==> config.mk <==
export PLATFORM = sky130hd
export DESIGN_NAME = vec_load_buffer
export DESIGN_NICKNAME = d
export VERILOG_FILES = /design/src/rtl/OpCodes.sv /design/src/rtl/ld_lane_mux.sv /design/src/rtl/vec_load_buffer.sv
export SDC_FILE = /design/constraint.sdc
export NUM_CORES = 1
export LEC_CHECK = 0
export CAP_MARGIN = 25
export CORE_UTILIZATION = 45
export DETAILED_ROUTE_END_ITERATION = 8
export GPL_ROUTABILITY_DRIVEN = 0
export PLACE_DENSITY = 0.76
export SKIP_LAST_GASP = 1
export SYNTH_ARGS = -nofsm -noshare
export SYNTH_HDL_FRONTEND = slang
export SYNTH_SLANG_ARGS = --single-unit
==> constraint.sdc <==
create_clock -name clk -period 11.19 [get_ports clk]
set_clock_uncertainty 0.2 [all_clocks]
set_input_delay 1.119 -clock clk [delete_from_list [all_inputs] [get_ports clk]]
set_output_delay 1.119 -clock clk [all_outputs]
set_load 0.005 [all_outputs]
==> src/rtl/OpCodes.sv <==
// Shared opcode/width constants and the load-mode encoding used by the
// register-load path.
package OpCodes;

    localparam int NSIG          = 15;
    localparam int REGLD_PER_CLK = 4;
    localparam int LDBUF_DEPTH   = 4;

    typedef enum logic [1:0] {
        LD_PASS   = 2'd0,
        LD_BCAST  = 2'd1,
        LD_MASKED = 2'd2
    } ld_mode_t;

endpackage

==> src/rtl/ld_lane_mux.sv <==
// Per-beat load-mode application across all lanes. Encoding 3 is reserved:
// it behaves as pass-through and raises the reserved flag.
module ld_lane_mux
    import OpCodes::*;
#(
    parameter int W     = OpCodes::NSIG + 1,
    parameter int LANES = OpCodes::REGLD_PER_CLK
) (
    input  logic [1:0]                  mode,
    input  logic [LANES-1:0]            mask,
    input  logic [LANES-1:0][W-1:0]     data_in,
    output logic [LANES-1:0][W-1:0]     data_out,
    output logic                        reserved
);

    // Select the stored lane values for the beat's mode.
    always_comb begin
        data_out = '0;
        reserved = 1'b0;
        case (mode)
            LD_PASS: begin
                data_out = data_in;
            end
            LD_BCAST: begin
                for (int unsigned i = 0; i < LANES; i++) begin
                    data_out[i] = data_in[0];
                end
            end
            LD_MASKED: begin
                for (int unsigned i = 0; i < LANES; i++) begin
                    data_out[i] = mask[i] ? data_in[i] : '0;
                end
            end
            default: begin
                data_out = data_in;
                reserved = 1'b1;
            end
        endcase
    end

endmodule

==> src/rtl/vec_load_buffer.sv <==
// Register-load stage: applies the load mode at write time and queues beats
// in a DEPTH-entry FIFO with valid/ready on both sides, flush and thread tag.
module vec_load_buffer
    import OpCodes::*;
#(
    parameter int W     = OpCodes::NSIG + 1,
    parameter int LANES = OpCodes::REGLD_PER_CLK,
    parameter int DEPTH = OpCodes::LDBUF_DEPTH,
    parameter int TAG_W = 4
) (
    input  logic                            clk,
    input  logic                            rst,
    input  logic                            flush,
    input  logic                            in_valid,
    output logic                            in_ready,
    input  logic [1:0]                      in_mode,
    input  logic [LANES-1:0]                in_mask,
    input  logic [TAG_W-1:0]                in_tag,
    input  logic [LANES-1:0][W-1:0]         in_data,
    output logic                            out_valid,
    input  logic                            out_ready,
    output logic [LANES-1:0][W-1:0]         out_data,
    output logic [LANES-1:0]                out_mask,
    output logic [TAG_W-1:0]                out_tag,
    output logic [$clog2(DEPTH):0]          count,
    output logic                            err
);

    localparam int PW = $clog2(DEPTH);
    localparam int CW = PW + 1;
    localparam logic [CW-1:0] FULL = CW'(DEPTH);

    logic [LANES-1:0][W-1:0] mem_data [DEPTH];
    logic [LANES-1:0]        mem_mask [DEPTH];
    logic [TAG_W-1:0]        mem_tag  [DEPTH];

    logic [PW-1:0]           wr_ptr;
    logic [PW-1:0]           rd_ptr;

    logic [LANES-1:0][W-1:0] mode_data;
    logic                    mode_reserved;
    logic                    push;
    logic                    pop;

    ld_lane_mux #(
        .W     (W),
        .LANES (LANES)
    ) u_lane_mux (
        .mode     (in_mode),
        .mask     (in_mask),
        .data_in  (in_data),
        .data_out (mode_data),
        .reserved (mode_reserved)
    );

    // Handshake status and transfer qualifiers; no look-ahead on same-cycle pop.
    always_comb begin
        in_ready  = (count < FULL);
        out_valid = (count != '0);
        push      = in_valid & in_ready & ~flush;
        pop       = out_valid & out_ready & ~flush;
    end

    // Head entry is presented directly from storage.
    always_comb begin
        out_data = mem_data[rd_ptr];
        out_mask = mem_mask[rd_ptr];
        out_tag  = mem_tag[rd_ptr];
    end

    // Storage writes; flush leaves contents in place, reset clears them.
    always_ff @(posedge clk or posedge rst) begin
        if (rst) begin
            for (int unsigned i = 0; i < DEPTH; i++) begin
                mem_data[i] <= '0;
                mem_mask[i] <= '0;
                mem_tag[i]  <= '0;
            end
        end else if (push) begin
            mem_data[wr_ptr] <= mode_data;
            mem_mask[wr_ptr] <= in_mask;
            mem_tag[wr_ptr]  <= in_tag;
        end
    end

    // Pointers and occupancy; flush takes priority over push and pop.
    always_ff @(posedge clk or posedge rst) begin
        if (rst) begin
            wr_ptr <= '0;
            rd_ptr <= '0;
            count  <= '0;
        end else if (flush) begin
            wr_ptr <= '0;
            rd_ptr <= '0;
            count  <= '0;
        end else begin
            if (push) begin
                wr_ptr <= wr_ptr + PW'(1);
            end
            if (pop) begin
                rd_ptr <= rd_ptr + PW'(1);
            end
            case ({push, pop})
                2'b10:   count <= count + CW'(1);
                2'b01:   count <= count - CW'(1);
                default: count <= count;
            endcase
        end
    end

    // Sticky reserved-mode indicator, cleared only by reset.
    always_ff @(posedge clk or posedge rst) begin
        if (rst) begin
            err <= 1'b0;
        end else if (push && mode_reserved) begin
            err <= 1'b1;
        end
    end

endmodule

==> metrics.txt, run 1 <==
# TYPE chip_impl_metric gauge
chip_impl_metric{name="final_hpwl_from_detailed_placement",unit="um"} 20300
chip_impl_metric{name="first_pass_grt_wire_length",unit="um"} 52000
chip_impl_metric{name="drc",unit=""} 0
chip_impl_metric{name="clock_edge_transition_at_the_registers_on_the_reported_setup_and_hold_paths",unit="ns"} 0.06
chip_impl_info{name="setup_repair_after_global_routing_missed_its_margin",value="false"} 1
chip_impl_metric{name="clk-insertion-delay-late",unit="ns"} 0.55
chip_impl_metric{name="floorplan.io_pins",unit=""} 157
chip_impl_metric{name="final_net_count",unit=""} 1322
chip_impl_metric{name="area_delta_synth_final",unit="%"} 22.1
chip_impl_metric{name="fin_tns_setup",unit="ns"} 0
chip_impl_metric{name="number_of_levels_in_the_clock_h_tree",unit=""} 1
chip_impl_metric{name="num_vias",unit=""} 9138
chip_impl_metric{name="async_flop_share",unit=""} 1.00
chip_impl_metric{name="p_sw_frac",unit=""} 0.274
chip_impl_metric{name="fin_worst_hold_slack",unit="ns"} 0.258
chip_impl_metric{name="initial_utilization",unit=""} 0.460
chip_impl_metric{name="postCtsHoldBufs",unit=""} 0
chip_impl_metric{name="clock_power_frac",unit=""} 0.304
chip_impl_metric{name="p_leak",unit="nW"} 6.80
chip_impl_metric{name="internal_power",unit="mW"} 2.43
chip_impl_metric{name="post_synth_inst_count",unit=""} 1121
chip_impl_metric{name="max_cap_viol",unit=""} 0
chip_impl_info{name="postSynth.topFlopCell",value="dfrtp_1"} 1
chip_impl_metric{name="synth.distinct_cells",unit=""} 30
chip_impl_info{name="timing.critical_path.from_type",value="flop"} 1
chip_impl_metric{name="power_switching",unit="uW"} 918
chip_impl_metric{name="drt-total-wl",unit="um"} 32700
chip_impl_metric{name="synthesis.nets",unit=""} 1208
chip_impl_metric{name="global_route.usage.total",unit=""} 0.233
chip_impl_metric{name="maxClockFrequency",unit="GHz"} 0.210
chip_impl_metric{name="seq_area_frac_synth",unit=""} 0.576
chip_impl_metric{name="max-vdd-ir-drop",unit="mV"} 0.133
chip_impl_metric{name="final_slew_violations",unit=""} 0
chip_impl_info{name="post_synth_main_area_contributors",value="dfrtp_1, mux4_2, o21ai_0"} 1
chip_impl_metric{name="synth-edff-count",unit=""} 0
chip_impl_metric{name="required",unit="ns"} 9.87
chip_impl_metric{name="fin_crit_sh",unit=""} 0.425
chip_impl_metric{name="die_x_extent",unit="um"} 171
chip_impl_info{name="type_of_the_most_critical_hold_path",value="flop to flop"} 1
chip_impl_metric{name="syn_area_per_cell",unit="um^2"} 11.5
chip_impl_metric{name="post_cts_setup_buffers",unit=""} 0
chip_impl_metric{name="detail_route.vias_per_cell",unit=""} 5.58
chip_impl_metric{name="num_rows",unit=""} 61
chip_impl_info{name="final_cell_mix",value="dfrtp_1, nand2_1, o21ai_0"} 1
chip_impl_metric{name="numPortBuffers",unit=""} 156
chip_impl_metric{name="synthDominantCellAreaShare",unit=""} 0.576
chip_impl_metric{name="final-setup-viol-count",unit=""} 0
chip_impl_metric{name="grt_antenna_before_repair",unit=""} 0
chip_impl_metric{name="drt_pre_antenna_iters",unit=""} 5
chip_impl_info{name="run_status",value="complete, no violations"} 1
chip_impl_info{name="worstSetupEndpointType",value="primary output"} 1
chip_impl_info{name="cts_tree",value="done"} 1
chip_impl_metric{name="timing_hold_violations_final",unit=""} 0
chip_impl_metric{name="clock_path_buffers",unit=""} 3
chip_impl_metric{name="slew_of_the_pin_with_the_lowest_slew_margin",unit="ns"} 0.926
chip_impl_metric{name="p_total",unit="mW"} 3.35
chip_impl_metric{name="seq_power_share",unit=""} 0.461
chip_impl_metric{name="remaining_max_slew_budget_at_the_tightest_pin",unit=""} 0.383
chip_impl_metric{name="grt-ovfl-total",unit=""} 0
chip_impl_metric{name="netlist_area_before_placement",unit="mm^2"} 0.0129
chip_impl_metric{name="postLayoutCellArea",unit="mm^2"} 0.0157
chip_impl_info{name="critical_path_class",value="flop to primary output"} 1
chip_impl_metric{name="crit_fanout",unit=""} 41
chip_impl_metric{name="power.combinational.fraction",unit=""} 0.235
chip_impl_metric{name="power-per-cell-area",unit="mW/mm^2"} 213
chip_impl_metric{name="initial_drt_markers",unit=""} 829
chip_impl_metric{name="detail_route.wl_per_cell",unit="um"} 20.0
chip_impl_info{name="final_common_cell",value="dfrtp_1"} 1
chip_impl_metric{name="cts-buffers-inserted",unit=""} 31
chip_impl_metric{name="antenna_left",unit=""} 0
chip_impl_metric{name="cts_sinks",unit=""} 296
chip_impl_metric{name="die_height",unit="um"} 171
chip_impl_metric{name="worst-endpoint-arrival",unit="ns"} 3.44
chip_impl_metric{name="die_ar",unit="mm^2"} 0.0292
chip_impl_metric{name="vias_in_the_first_global_route",unit=""} 9221
chip_impl_metric{name="placement.cell_area",unit="mm^2"} 0.0146
chip_impl_metric{name="min_period",unit="ns"} 4.76
chip_impl_metric{name="yosysWarnings",unit=""} 0
chip_impl_metric{name="core_region_area",unit="mm^2"} 0.0279
chip_impl_info{name="cts_root_buf",value="clkbuf_16"} 1
chip_impl_metric{name="num_antenna_cells",unit=""} 0
chip_impl_metric{name="ff_latch_count_synth",unit=""} 296
chip_impl_metric{name="largest_net_degree_at_the_start_of_global_routing",unit=""} 146
chip_impl_info{name="synth_top_cell_by_area",value="dfrtp_1"} 1
chip_impl_metric{name="finalCoreUtilization",unit=""} 0.562
chip_impl_metric{name="final_layout_size_suffix_gt1_frac",unit=""} 0.135
chip_impl_metric{name="cts_resized",unit=""} 0
==> logic make-up (layout without fill, tap and decap cells) <==
| group | Yosys count | in the layout | synth area share |
|---|---|---|---|
| multiplexers | 108 | 108 | 0.157 |
| adder cells (fa/ha/maj) | 8 | 8 | 0.00837 |
| buffers and inverters | 92 | 231 | 0.0305 |
| flip-flops | 296 | 296 | 0.576 |
| AO/OA/AOI/OAI | 316 | 316 | 0.134 |
| AND/OR/NAND/NOR | 296 | 296 | 0.0903 |
| XOR/XNOR | 5 | 5 | 0.00341 |
==> critical path, stage by stage (launching register included) <==
cell and delay [ns]:
dfrtp_4 0.90, buf_4 0.78, mux4_2 0.65, clkdlybuf4s50_1 0.47
==> cell usage after synthesis, types with 3 or more instances <==
library cell    n
a22oi_1        49
dfrtp_1       296
xor2_1          4
nand2b_1        4
nor2_1          6
nand2_1       274
nand2_2         4
a21o_1          4
mux2i_1         4
mux2_2         32
buf_1           4
ha_1            7
clkbuf_1       47
a21oi_1         3
o21ai_0       258
mux4_2         72
buf_2          33
inv_1           6
nand3_1         3
==> layer usage <==
layer / wire, um / vias to the layer above / part of all wire / track usage
met1: 14200 / 4558 / 0.43 / 0.330
met5: 0 / - / 0 / 0
met2: 15100 / 327 / 0.46 / 0.367
met3: 2070 / 70 / 0.063 / 0.0324
li1: - / 4183 / - / -
met4: 1370 / 0 / 0.042 / 0.0908
==> flip-flops by register name, summed over array words and instances, names as in the netlist <==
register / count
wr_ptr: 2
err: 1
mem_data: 256
mem_mask: 16
count: 3
rd_ptr: 2
mem_tag: 16
==> power groups by stage <==
| stage | registers [mW] | logic (mW) | clock network (mW) |
|---|---|---|---|
| 6_report | 1.54 | 0.786 | 1.02 |
| 5_1_grt | 1.58 | 0.878 | 1.08 |
| 4_1_cts | 1.54 | 0.795 | 1.03 |
| 3_5_place_dp | 1.56 | 0.790 | 0 |
| 3_3_place_gp | 1.54 | 0.767 | 0 |
| 2_1_floorplan | 1.49 | 0.487 | 0 |
==> final timing paths <==
kind	start	to	slack, ns	cells after the start
max	rd_ptr[0]$_DFFE_PP0P_	out_data[61]	6.43	3
min	err$_DFFE_PP0P_	err$_DFFE_PP0P_	0.26	1
max reg2reg	count[2]$_DFFE_PP0P_	mem_tag[8]$_DFFE_PP0P_	8.41	4
min reg2reg	err$_DFFE_PP0P_	err$_DFFE_PP0P_	0.26	1
max in group asynchronous	rst	mem_data[239]$_DFFE_PP0P_	8.45	5
min in group asynchronous	rst	count[0]$_DFFE_PP0P_	0.68	2
==> stage by stage <==
step	setup WS [ns]	instances
floorplan	1.70	1121
global placement	6.70	1578
CTS	6.34	1636
finish	6.43	1638
global route	6.18	1638
detailed placement	6.67	1578
==> layout make-up <==
| type | instances | area (um^2) |
|---|---|---|
| flip-flops and latches | 296 | 7410 |
| clock buffers | 50 | 917 |
| fillers | 2383 | 12200 |
| inverters | 6 | 30.0 |
| clock inverters | 8 | 98.8 |
| repair buffers | 167 | 1680 |
| well taps | 378 | 473 |
| multi-input cells | 733 | 5080 |
Power figures use the tool's default switching activity.
==> inputs of run 2 (changes only) <==
--- a/config.mk
+++ b/config.mk
@@ -9,7 +9,7 @@
 export CORE_UTILIZATION = 45
 export DETAILED_ROUTE_END_ITERATION = 8
 export GPL_ROUTABILITY_DRIVEN = 0
-export PLACE_DENSITY = 0.76
+export PLACE_DENSITY = 0.78
 export SKIP_LAST_GASP = 1
 export SYNTH_ARGS = -nofsm -noshare
 export SYNTH_HDL_FRONTEND = slang
==> constraint.sdc (replaced) <==
create_clock -name clk -period 3.9 [get_ports clk]
set_clock_uncertainty 0.2 [all_clocks]
set_input_delay 0.39 -clock clk [delete_from_list [all_inputs] [get_ports clk]]
set_output_delay 0.39 -clock clk [all_outputs]
set_load 0.005 [all_outputs]
==> metrics.txt, run 2 (synthesis results as in run 1) <==
# TYPE chip_impl_metric gauge
chip_impl_info{name="run_status",value="complete, no violations"} 1
chip_impl_metric{name="cts_resized",unit=""} 0
chip_impl_info{name="final_cell_mix",value="dfrtp_1, nand2_1, o21ai_0"} 1
chip_impl_info{name="timing.critical_path.from_type",value="flop"} 1
chip_impl_metric{name="worst-endpoint-arrival",unit="ns"} 2.72
chip_impl_metric{name="die_ar",unit="mm^2"} 0.0292
chip_impl_metric{name="post_layout_nonfiller_instances",unit=""} 1642
chip_impl_metric{name="initial_drt_markers",unit=""} 790
chip_impl_metric{name="antenna_left",unit=""} 0
chip_impl_metric{name="slew_of_the_pin_with_the_lowest_slew_margin",unit="ns"} 0.715
chip_impl_metric{name="drc",unit=""} 0
chip_impl_metric{name="grt_antenna_before_repair",unit=""} 1
chip_impl_metric{name="number_of_levels_in_the_clock_h_tree",unit=""} 1
chip_impl_info{name="setup_repair_after_global_routing_missed_its_margin",value="false"} 1
chip_impl_metric{name="finalCoreUtilization",unit=""} 0.567
chip_impl_metric{name="area_delta_synth_final",unit="%"} 23.2
chip_impl_metric{name="num_rows",unit=""} 61
chip_impl_metric{name="remaining_max_slew_budget_at_the_tightest_pin",unit=""} 0.523
chip_impl_info{name="list_of_cells_traversed_by_the_critical_path",value="buf_12 -> mux4_2 -> clkdlybuf4s50_1"} 1
chip_impl_metric{name="die_height",unit="um"} 171
chip_impl_metric{name="layout_setup_ws",unit="ns"} 0.593
chip_impl_info{name="worstSetupEndpointType",value="primary output"} 1
chip_impl_metric{name="p_leak",unit="nW"} 6.88
chip_impl_info{name="cts_tree",value="done"} 1
chip_impl_metric{name="final_layout_size_suffix_gt1_frac",unit=""} 0.143
chip_impl_metric{name="floorplan.io_pins",unit=""} 157
chip_impl_metric{name="core_region_area",unit="mm^2"} 0.0279
chip_impl_metric{name="clk-insertion-delay-late",unit="ns"} 0.56
chip_impl_metric{name="final_hpwl_from_detailed_placement",unit="um"} 21500
chip_impl_metric{name="clock_path_buffers",unit=""} 3
chip_impl_metric{name="initial_utilization",unit=""} 0.460
chip_impl_metric{name="clock_edge_transition_at_the_registers_on_the_reported_setup_and_hold_paths",unit="ns"} 0.06
chip_impl_metric{name="drt_pre_antenna_iters",unit=""} 5
chip_impl_metric{name="critPathMaxStageDelay",unit="ns"} 0.73
chip_impl_metric{name="crit_fanout",unit=""} 30
chip_impl_metric{name="max-vdd-ir-drop",unit="mV"} 0.351
chip_impl_metric{name="detail_route.wl_per_cell",unit="um"} 20.2
chip_impl_metric{name="grt-ovfl-total",unit=""} 0
chip_impl_info{name="critical_path_class",value="flop to primary output"} 1
chip_impl_metric{name="cts_sinks",unit=""} 296
chip_impl_info{name="final_common_cell",value="dfrtp_1"} 1
chip_impl_metric{name="timing_hold_violations_final",unit=""} 0
chip_impl_metric{name="final-setup-viol-count",unit=""} 0
chip_impl_metric{name="maxClockFrequency",unit="GHz"} 0.302
chip_impl_metric{name="postLayoutCellArea",unit="mm^2"} 0.0158
chip_impl_metric{name="vias_in_the_first_global_route",unit=""} 9561
chip_impl_metric{name="die_x_extent",unit="um"} 171
chip_impl_metric{name="ff2ff_path_depth",unit=""} 5
chip_impl_metric{name="drt-total-wl",unit="um"} 33200
chip_impl_metric{name="final_net_count",unit=""} 1328
chip_impl_metric{name="final_slew_violations",unit=""} 0
chip_impl_metric{name="required",unit="ns"} 3.31
chip_impl_info{name="type_of_the_most_critical_hold_path",value="primary input to async pin"} 1
chip_impl_info{name="biggestRegsByFlops",value="mem_data x256, mem_mask x16, mem_tag x16"} 1
chip_impl_metric{name="power-per-cell-area",unit="mW/mm^2"} 611
chip_impl_metric{name="first_pass_grt_wire_length",unit="um"} 52500
chip_impl_metric{name="largest_register_ffs",unit=""} 256
chip_impl_metric{name="detail_route.vias_per_cell",unit=""} 5.66
chip_impl_info{name="cts_root_buf",value="clkbuf_16"} 1
chip_impl_metric{name="largest_net_degree_at_the_start_of_global_routing",unit=""} 97
chip_impl_metric{name="postCtsHoldBufs",unit=""} 0
chip_impl_metric{name="fillers",unit=""} 2299
chip_impl_metric{name="cts-buffers-inserted",unit=""} 30
chip_impl_info{name="largest-register",value="mem_data"} 1
chip_impl_metric{name="max_cap_viol",unit=""} 0
chip_impl_metric{name="num_vias",unit=""} 9292
chip_impl_metric{name="placement.cell_area",unit="mm^2"} 0.0148
chip_impl_metric{name="placed_cells",unit=""} 1587
chip_impl_metric{name="min_period",unit="ns"} 3.31
chip_impl_metric{name="numPortBuffers",unit=""} 156
chip_impl_metric{name="global_route.usage.total",unit=""} 0.234
chip_impl_metric{name="pre_cts_slack",unit="ns"} 0.892
chip_impl_metric{name="fin_crit_sh",unit=""} 0.848
chip_impl_info{name="cp_slowest_cell",value="dfrtp_4"} 1
chip_impl_metric{name="fin_worst_hold_slack",unit="ns"} 0.0599
chip_impl_metric{name="post_cts_setup_buffers",unit=""} 0
## run 2: layout make-up
type / instances / area [um^2] / share of cell area
Antenna cell: 1 / 2.50 / 0.000158
Clock buffer: 45 / 917 / 0.0579
Clock inverter: 9 / 110 / 0.00695
Inverter: 6 / 26.3 / 0.00166
Multi-Input combinational cell: 733 / 5080 / 0.321
Sequential cell: 296 / 7410 / 0.468
Tap cell: 378 / 473 / 0.0299
Timing Repair Buffer: 174 / 1810 / 0.114
## run 2: worst paths after layout
check                                              start                   endpoint  slack [ns]
worst min register to register  mem_data[16]$_DFFE_PP0P_   mem_data[16]$_DFFE_PP0P_        0.27
max in group asynchronous                            rst      rd_ptr[1]$_DFFE_PP0P_        2.49
worst max register to register      count[2]$_DFFE_PP0P_  mem_data[150]$_DFFE_PP0P_        1.45
worst max-delay path               rd_ptr[0]$_DFFE_PP0P_                out_data[2]        0.59
min in group clk                mem_data[16]$_DFFE_PP0P_   mem_data[16]$_DFFE_PP0P_        0.27
worst min-delay path                                 rst  mem_data[152]$_DFFE_PP0P_        0.06
## run 2: power breakdown
group | total [mW] | internal, mW | switching, mW | leakage [nW]
sequential | 4.42 | 3.94 | 0.481 | 3.88
clock | 2.92 | 1.75 | 1.17 | 0.512
combinational | 2.33 | 1.31 | 1.02 | 2.48
total | 9.68 | 7.00 | 2.68 | 6.88
## run 2: layer usage
metal | up-vias | routed length (um) | global-route usage | share of wire
li1 | 4193 | - | - | -
met2 | 320 | 15200 | 0.362 | 0.46
met3 | 76 | 2320 | 0.0393 | 0.070
met4 | 0 | 1570 | 0.109 | 0.047
met1 | 4703 | 14000 | 0.326 | 0.42
met5 | - | 0 | 0 | 0
## run 2: through the flow
step                      total power, mW  setup TNS, ns
after floorplan                      5.69        -183.85
after global placement               6.66              0
after detailed placement             6.81              0
after CTS                            9.74              0
after global routing                 10.2              0
final                                9.68              0
## run 2: worst max-delay path, delay by kind of cell, from the launching register on
family	cells	cell delay, ns
multiplexers	1	0.60
flip-flops	1	0.73
buffers and inverters	2	0.79
==> inputs of run 3 (changes only) <==
--- a/config.mk
+++ b/config.mk
@@ -9,7 +9,7 @@
 export CORE_UTILIZATION = 45
 export DETAILED_ROUTE_END_ITERATION = 8
 export GPL_ROUTABILITY_DRIVEN = 0
-export PLACE_DENSITY = 0.78
+export PLACE_DENSITY = 0.76
 export SKIP_LAST_GASP = 1
 export SYNTH_ARGS = -nofsm -noshare
 export SYNTH_HDL_FRONTEND = slang
==> constraint.sdc (replaced) <==
create_clock -name clk -period 3.1 [get_ports clk]
set_clock_uncertainty 0.2 [all_clocks]
set_input_delay 0.31 -clock clk [delete_from_list [all_inputs] [get_ports clk]]
set_output_delay 0.31 -clock clk [all_outputs]
set_load 0.005 [all_outputs]
==> metrics.txt, run 3 (synthesis results as in run 1) <==
# TYPE chip_impl_metric gauge
chip_impl_metric{name="numPortBuffers",unit=""} 156
chip_impl_info{name="critical_path.reg2reg.startpoint",value="count[2]$_DFFE_PP0P_"} 1
chip_impl_info{name="cts_root_buf",value="clkbuf_16"} 1
chip_impl_info{name="timing.rr.end",value="count[2]$_DFFE_PP0P_"} 1
chip_impl_info{name="worstSetupEndpointType",value="primary output"} 1
chip_impl_metric{name="die_ar",unit="mm^2"} 0.0292
chip_impl_metric{name="detail_route.wl_per_cell",unit="um"} 20.3
chip_impl_metric{name="critPathMaxStageDelay",unit="ns"} 0.82
chip_impl_metric{name="vias_in_the_first_global_route",unit=""} 9432
chip_impl_info{name="biggestRegsByFlops",value="mem_data x256, mem_mask x16, mem_tag x16"} 1
chip_impl_info{name="cts_tree",value="done"} 1
chip_impl_metric{name="max-vdd-ir-drop",unit="mV"} 0.471
chip_impl_metric{name="detail_route.vias_per_cell",unit=""} 5.61
chip_impl_metric{name="core_region_area",unit="mm^2"} 0.0279
chip_impl_metric{name="final_slew_violations",unit=""} 0
chip_impl_metric{name="number_of_levels_in_the_clock_h_tree",unit=""} 1
chip_impl_metric{name="largest_net_degree_at_the_start_of_global_routing",unit=""} 96
chip_impl_metric{name="global_route.usage.total",unit=""} 0.238
chip_impl_info{name="cp_slowest_cell",value="dfrtp_4"} 1
chip_impl_metric{name="fillers",unit=""} 2255
chip_impl_info{name="run_status",value="complete, no violations"} 1
chip_impl_metric{name="final_hpwl_from_detailed_placement",unit="um"} 22000
chip_impl_metric{name="clk-insertion-delay-late",unit="ns"} 0.55
chip_impl_metric{name="remaining_max_slew_budget_at_the_tightest_pin",unit=""} 0.382
chip_impl_metric{name="cts-buffers-inserted",unit=""} 30
chip_impl_metric{name="grt-ovfl-total",unit=""} 0
chip_impl_metric{name="drc",unit=""} 0
chip_impl_metric{name="final_layout_size_suffix_gt1_frac",unit=""} 0.157
chip_impl_metric{name="antenna_left",unit=""} 0
chip_impl_metric{name="grt_antenna_before_repair",unit=""} 0
chip_impl_metric{name="fin_worst_hold_slack",unit="ns"} 0.121
chip_impl_metric{name="worstSetupPathDepth",unit=""} 3
chip_impl_metric{name="required",unit="ns"} 2.59
chip_impl_metric{name="pre_cts_slack",unit="ns"} 0.237
chip_impl_metric{name="num_rows",unit=""} 61
chip_impl_metric{name="worst-endpoint-arrival",unit="ns"} 2.51
chip_impl_metric{name="timing_hold_violations_final",unit=""} 0
chip_impl_metric{name="num_antenna_cells",unit=""} 0
chip_impl_metric{name="crit_fanout",unit=""} 35
chip_impl_metric{name="final_net_count",unit=""} 1350
chip_impl_metric{name="power-per-cell-area",unit="mW/mm^2"} 761
chip_impl_info{name="critical_path_class",value="flop to primary output"} 1
chip_impl_metric{name="drt-total-wl",unit="um"} 33800
chip_impl_metric{name="fin_tns_setup",unit="ns"} 0
chip_impl_info{name="largest-register",value="mem_data"} 1
chip_impl_metric{name="initial_utilization",unit=""} 0.460
chip_impl_info{name="timing.critical_path.from_type",value="flop"} 1
chip_impl_metric{name="largest_register_ffs",unit=""} 256
chip_impl_info{name="timing.critical_path.from",value="rd_ptr[1]$_DFFE_PP0P_"} 1
chip_impl_info{name="end_point_of_the_critical_path",value="out_data[53]"} 1
chip_impl_info{name="list_of_cells_traversed_by_the_critical_path",value="buf_4 -> mux4_2 -> clkdlybuf4s50_1"} 1
chip_impl_metric{name="cp_num_buf_inv",unit=""} 2
chip_impl_metric{name="ff2ff_path_depth",unit=""} 8
chip_impl_metric{name="layout_setup_ws",unit="ns"} 0.0804
chip_impl_metric{name="die_height",unit="um"} 171
chip_impl_info{name="final_common_cell",value="dfrtp_1"} 1
chip_impl_metric{name="final-setup-viol-count",unit=""} 0
chip_impl_metric{name="min_period",unit="ns"} 3.02
chip_impl_metric{name="clock_path_buffers",unit=""} 3
chip_impl_info{name="type_of_the_most_critical_hold_path",value="primary input to async pin"} 1
chip_impl_metric{name="first_pass_grt_wire_length",unit="um"} 52900
chip_impl_metric{name="cts_sinks",unit=""} 296
chip_impl_info{name="setup_repair_after_global_routing_missed_its_margin",value="false"} 1
chip_impl_metric{name="maxClockFrequency",unit="GHz"} 0.331
chip_impl_metric{name="p_leak",unit="nW"} 7.02
chip_impl_metric{name="initial_drt_markers",unit=""} 613
chip_impl_info{name="cp_top_family",value="flip-flops"} 1
chip_impl_metric{name="num_vias",unit=""} 9344
chip_impl_metric{name="fin_crit_sh",unit=""} 0.974
chip_impl_metric{name="drt_pre_antenna_iters",unit=""} 5
chip_impl_metric{name="max_cap_viol",unit=""} 0
chip_impl_metric{name="die_x_extent",unit="um"} 171
chip_impl_info{name="final_cell_mix",value="dfrtp_1, nand2_1, o21ai_0"} 1
chip_impl_metric{name="area_delta_synth_final",unit="%"} 25.3
chip_impl_metric{name="worst-r2r-setup-slack",unit="ns"} 0.71
chip_impl_metric{name="slew_of_the_pin_with_the_lowest_slew_margin",unit="ns"} 0.924
chip_impl_metric{name="floorplan.io_pins",unit=""} 157
chip_impl_metric{name="clock_edge_transition_at_the_registers_on_the_reported_setup_and_hold_paths",unit="ns"} 0.06
[run 3: timing repair]
action                                  CTS  global route
hold buffers                              0             0
setup buffers                             4             0
endpoints found under the setup margin   16             0
gates resized for setup                   0             0
[run 3: power breakdown]
| group | total (mW) | switching, mW | leakage (nW) | internal (mW) |
|---|---|---|---|---|
| Sequential | 5.55 | 0.587 | 3.88 | 4.96 |
| Clock | 3.70 | 1.48 | 0.510 | 2.23 |
| Combinational | 3.01 | 1.31 | 2.63 | 1.70 |
| Total | 12.3 | 3.37 | 7.02 | 8.89 |
[run 3: worst min-delay path by stage]
stage / endpoint / slack [ns]
6_report: mem_data[208]$_DFFE_PP0P_ / 0.12
5_1_grt: mem_data[208]$_DFFE_PP0P_ / 0.18
4_1_cts: mem_data[208]$_DFFE_PP0P_ / 0.12
3_5_place_dp: err$_DFFE_PP0P_ / 0.25
3_3_place_gp: err$_DFFE_PP0P_ / 0.25
2_1_floorplan: mem_data[100]$_DFFE_PP0P_ / 0.24
[run 3: per-stage QoR]
step                      area [um^2]  utilization  cells  power [mW]
after CTS                       16100        0.576   1665        12.3
after detailed placement        15000        0.538   1605        8.59
after global routing            16100        0.576   1665        12.9
after floorplan                 12900            -   1121        7.15
after global placement          15000        0.538   1605        8.43
final                           16100        0.576   1665        12.3
[run 3: cell type report]
class | count | area, um^2 | area share
flip-flops and latches | 296 | 7410 | 0.460
clock inverters | 8 | 92.6 | 0.00575
clock buffers | 48 | 940 | 0.0584
multi-input cells | 733 | 5080 | 0.316
repair buffers | 196 | 2070 | 0.129
well taps | 378 | 473 | 0.0294
inverters | 6 | 26.3 | 0.00163
[run 3: routing by layer]
layer  part of all wire  wire length (um)  global-route usage  up-vias
met1               0.41             14000               0.323     4675
met3              0.073              2470              0.0446       62
met4              0.038              1290              0.0955        0
met2               0.47             16100               0.380      361
met5                  0                 0                   0        -
li1                   -                 -                   -     4246
